File: src/rtl/bin_cnt_down_pkg.sv
// Shared state encoding and defaults for the bin_cnt_down timer.
// Imported by bin_cnt_down and sub_by_1.
package bin_cnt_down_pkg;

  localparam int BCD_WIDTH = 4;

  typedef enum logic [1:0] {
    IDLE = 2'b00,
    RUN  = 2'b01,
    DONE = 2'b10
  } state_t;

endpackage

File: src/rtl/bin_cnt_down_sub.sv
// sub_by_1: gate-level combinational decrement (ripple borrow chain).
// Ports: A in, diff = A-1 out, borrow_out high only when A == 0.
module sub_by_1
  import bin_cnt_down_pkg::*;
#(
  parameter int WIDTH = BCD_WIDTH
) (
  input  logic [WIDTH-1:0] A,
  output logic [WIDTH-1:0] diff,
  output logic             borrow_out
);

  logic [WIDTH:0] b;

  assign b[0] = 1'b1;

  for (genvar i = 0; i < WIDTH; i++) begin : g_bit
    assign b[i+1]  = b[i] & ~A[i];
    assign diff[i] = A[i] ^ b[i];
  end

  assign borrow_out = b[WIDTH];

endmodule

File: src/rtl/bin_cnt_down.sv
// bin_cnt_down: loadable enable-gated down counter / timeout timer.
// Ports: clk, rst_n, load, load_val, start, en -> count, busy, tc.
// BIN_CNT_DOWN_RELOAD_EN adds input reload and a shadow register.
module bin_cnt_down
  import bin_cnt_down_pkg::*;
#(
  parameter int WIDTH = BCD_WIDTH
) (
  input  logic             clk,
  input  logic             rst_n,
  input  logic             load,
  input  logic [WIDTH-1:0] load_val,
  input  logic             start,
  input  logic             en,
`ifdef BIN_CNT_DOWN_RELOAD_EN
  input  logic             reload,
`endif
  output logic [WIDTH-1:0] count,
  output logic             busy,
  output logic             tc
);

  state_t           state;
  logic [WIDTH-1:0] dec;
  logic             unused_borrow;
  logic             gt1;

  sub_by_1 #(
    .WIDTH(WIDTH)
  ) u_sub (
    .A         (count),
    .diff      (dec),
    .borrow_out(unused_borrow)
  );

  assign gt1 = |count[WIDTH-1:1];

`ifdef BIN_CNT_DOWN_RELOAD_EN
  logic [WIDTH-1:0] shadow;
  logic             tc_rl;
  logic             rl_hit;

  assign rl_hit = reload && (shadow != '0);

  always_ff @(posedge clk or negedge rst_n) begin
    if (!rst_n) begin
      state  <= IDLE;
      count  <= '0;
      shadow <= '0;
      tc_rl  <= 1'b0;
    end else begin
      tc_rl <= 1'b0;
      if (load) begin
        count  <= load_val;
        shadow <= load_val;
        state  <= IDLE;
      end else begin
        unique case (state)
          IDLE: begin
            if (start)
              state <= (count != '0) ? RUN : DONE;
          end
          RUN: begin
            if (en) begin
              if (gt1) begin
                count <= dec;
              end else if (rl_hit) begin
                // wrap back to the period, stay busy
                count <= shadow;
                tc_rl <= 1'b1;
              end else begin
                count <= '0;
                state <= DONE;
              end
            end
          end
          DONE:    state <= IDLE;
          default: state <= IDLE;
        endcase
      end
    end
  end

  assign tc = (state == DONE) | tc_rl;
`else
  always_ff @(posedge clk or negedge rst_n) begin
    if (!rst_n) begin
      state <= IDLE;
      count <= '0;
    end else if (load) begin
      count <= load_val;
      state <= IDLE;
    end else begin
      unique case (state)
        IDLE: begin
          if (start)
            state <= (count != '0) ? RUN : DONE;
        end
        RUN: begin
          if (en) begin
            if (gt1) begin
              count <= dec;
            end else begin
              count <= '0;
              state <= DONE;
            end
          end
        end
        DONE:    state <= IDLE;
        default: state <= IDLE;
      endcase
    end
  end

  assign tc = (state == DONE);
`endif

  assign busy = (state == RUN);

endmodule
File: config.mk
export PLATFORM = sky130hd
export DESIGN_NAME = bin_cnt_down
export DESIGN_NICKNAME = d
export VERILOG_FILES = /design/src/rtl/bin_cnt_down_pkg.sv /design/src/rtl/bin_cnt_down_sub.sv /design/src/rtl/bin_cnt_down.sv
export SDC_FILE = /design/constraint.sdc
export NUM_CORES = 1
export LEC_CHECK = 0
export ABC_AREA = 1
export CORE_UTILIZATION = 36
export DETAILED_ROUTE_END_ITERATION = 8
export GPL_TIMING_DRIVEN = 0
export PLACE_DENSITY_LB_ADDON = 0.25
export SKIP_CTS_REPAIR_TIMING = 1
export SYNTH_ARGS = -nofsm -noshare
export SYNTH_HDL_FRONTEND = slang
export SYNTH_HIERARCHICAL = 1
export SYNTH_SLANG_ARGS = --single-unit
File: constraint.sdc
create_clock -name clk -period 2.1 [get_ports clk]
set_clock_uncertainty 0.2 [all_clocks]
set_input_delay 0.42 -clock clk [delete_from_list [all_inputs] [get_ports clk]]
set_output_delay 0.42 -clock clk [all_outputs]
set_load 0.01 [all_outputs]
==> run metrics <==
final core occ 55.98%; met1 wire length 517 um; Syn Nets 92; critical-path maximum fanout 4; Netlist cell types 12; row count 12; wire length on met3 35 um; largest net degree at the start of global routing 11; die height 38.34 um; syn avg cell area 5.943 um2; Final Max Tran Viols 0; RSZ-0062 raised after global routing no; placed instance count 108; WS Path Type flip-flop to output port; root buffer cell clkbuf_4; final net count 111; critical path launch point type flip-flop; CP delay by family, top buffers and inverters; CTS buffer count 3; Fin. Hold Viols 0; Worst-path clk slew 40 ps; top-level I/O count 15; CP bufs+invs 2; synthesized flop and latch total 6; WP data arrival 1370 ps; count of final setup violators 0; fmax 501.5 MHz; crit-path max cell delay 550 ps; Worst R2R Setup Slack 360 ps; clk_lat worst skew 240 ps; R2R Path Start count[1]$_DFFE_PN0P_; data required time of the critical path 1480 ps; Syn. warnings 6; final total power 0.7756 mW; Critical Path Start state[0]$_DFFE_PN0P_; R2R depth 11; commonest non-fill, non-tap cell in the layout nand2_1; vias per inst 4.216; core area 0.001171 mm2; CP endpoint kind output port; fin cells 111; vias in the first global route 429; CTS Sinks 6; commonest cells after routing, fill and taps aside 35 x nand2_1, 17 x inv_1, 14 x clkdlybuf4s50_1; cell count along the critical path 3; first-pass GRT wire length 1621 um; share of layout cells above drive strength 1 9.278%; Post-DP HPWL 757.7 um; Max clock buf depth 2; die outline width 38.34 um; port bufs 14; Synth Cell Area 475.5 um2; Die Area 0.001470 mm2; VDD IR max 0.5403 mV; leakage 0.3872 nW; Detailed Route WL 954 um; slew margin rel. 83.53%; synthesis-to-layout area growth 37.89%; initial antenna violation count 0; vias 468; DR WL met2 401 um; Diodes inserted 0; Remaining DRCs 0; router iterations before antenna repair 4; DRT antenna net count 0; DRT iter0 DRCs 9; min Tclk post-route 1994 ps; Avg WL per Cell 8.595 um; GPL Wtd Cong 0.7453; outcome complete, no violations; critical path, cell by cell inv_2 -> nor2_4 -> clkdlybuf4s50_1; max_cap viols 0; Period Utilization, post-route 94.96%; total congestion overflow 0; Power Density 1183 mW/mm2; Slowest cell on crit path clkdlybuf4s50_1; hold crit path type input pin to asynchronous set/reset pin; CTS H-Tree Depth 1; Initial Util 40.60%; post-synthesis cell count 80; CTS tree done; top layer in use met3; GRT Util Overall 16.22%; Seq/Total Area, Yosys 31.58%; final setup TNS 0 ps; Tightest Pin Transition 246.2 ps
[per-stage QoR]
stage / setup WS, ps / hold WS (ps) / instance area (um2)
2_1_floorplan: 421.1 / -75.59 / 475.5
3_3_place_gp: 354.4 / 328.9 / 633.1
3_5_place_dp: 356.6 / 330.8 / 633.1
4_1_cts: 92.91 / 205.8 / 655.6
5_1_grt: 45.74 / 223.9 / 655.6
6_report: 105.9 / 213.4 / 655.6
[layout make-up]
type / instances / area (um2)
fillers: 120 / 515.5
multi-input cells: 55 / 252.7
flip-flops and latches: 6 / 150.1
repair buffers: 14 / 140.1
inverters: 18 / 67.56
clock buffers: 3 / 22.52
well taps: 14 / 17.52
plain buffers: 1 / 5.005
[sequential cells by signal, summed over array words and instances, names as in the netlist]
name   flops
count      4
state      2
[final timing paths]
kind,to
worst min-delay path,state[1]$_DFFE_PN0P_
worst max register to register,count[3]$_DFFE_PN0P_
worst max-delay path,busy
min in group clk,count[0]$_DFFE_PN0P_
worst min register to register,count[0]$_DFFE_PN0P_
max in group asynchronous,count[2]$_DFFE_PN0P_
[worst register-to-register path, delay by kind of cell, from the launching register on]
family | cells | cell delay, ps
AND/OR/NAND/NOR | 5 | 300
buffers and inverters | 3 | 140
adder cells (fa/ha/maj) | 3 | 620
flip-flops | 1 | 410
[per-layer routing]
| layer | vias to the layer above | track usage [%] |
|---|---|---|
| met5 | - | 0 |
| met4 | 0 | 10.34 |
| met3 | 0 | 3.488 |
| met2 | 8 | 20.76 |
| met1 | 196 | 23.91 |
| li1 | 264 | - |
[cells in the mapped netlist]
master	instances	area, um2
nor2_4	1	11.26
nand3_1	1	5.000
a21oi_2	1	8.760
dfrtp_1	6	150.1
o21ai_0	1	5.000
buf_2	1	5.000
inv_1	17	63.81
inv_2	1	3.750
nand2_1	35	131.4
nand2_2	2	12.51
nor2_1	11	41.29
ha_1	3	37.54
[cells by family after synthesis]
| kind of cell | after synthesis | share of synthesized area, % |
|---|---|---|
| compound gates | 2 | 2.894 |
| fa+ha+maj | 3 | 7.896 |
| buf+inv | 19 | 15.26 |
| flops | 6 | 31.58 |
| simple gates | 50 | 42.37 |
[report_power, final]
part           switching [mW]  internal, mW
Clock                  0.0352        0.0642
Combinational           0.250         0.210
Sequential             0.0522         0.164
No activity file was read; power rests on OpenSTA's default activity.
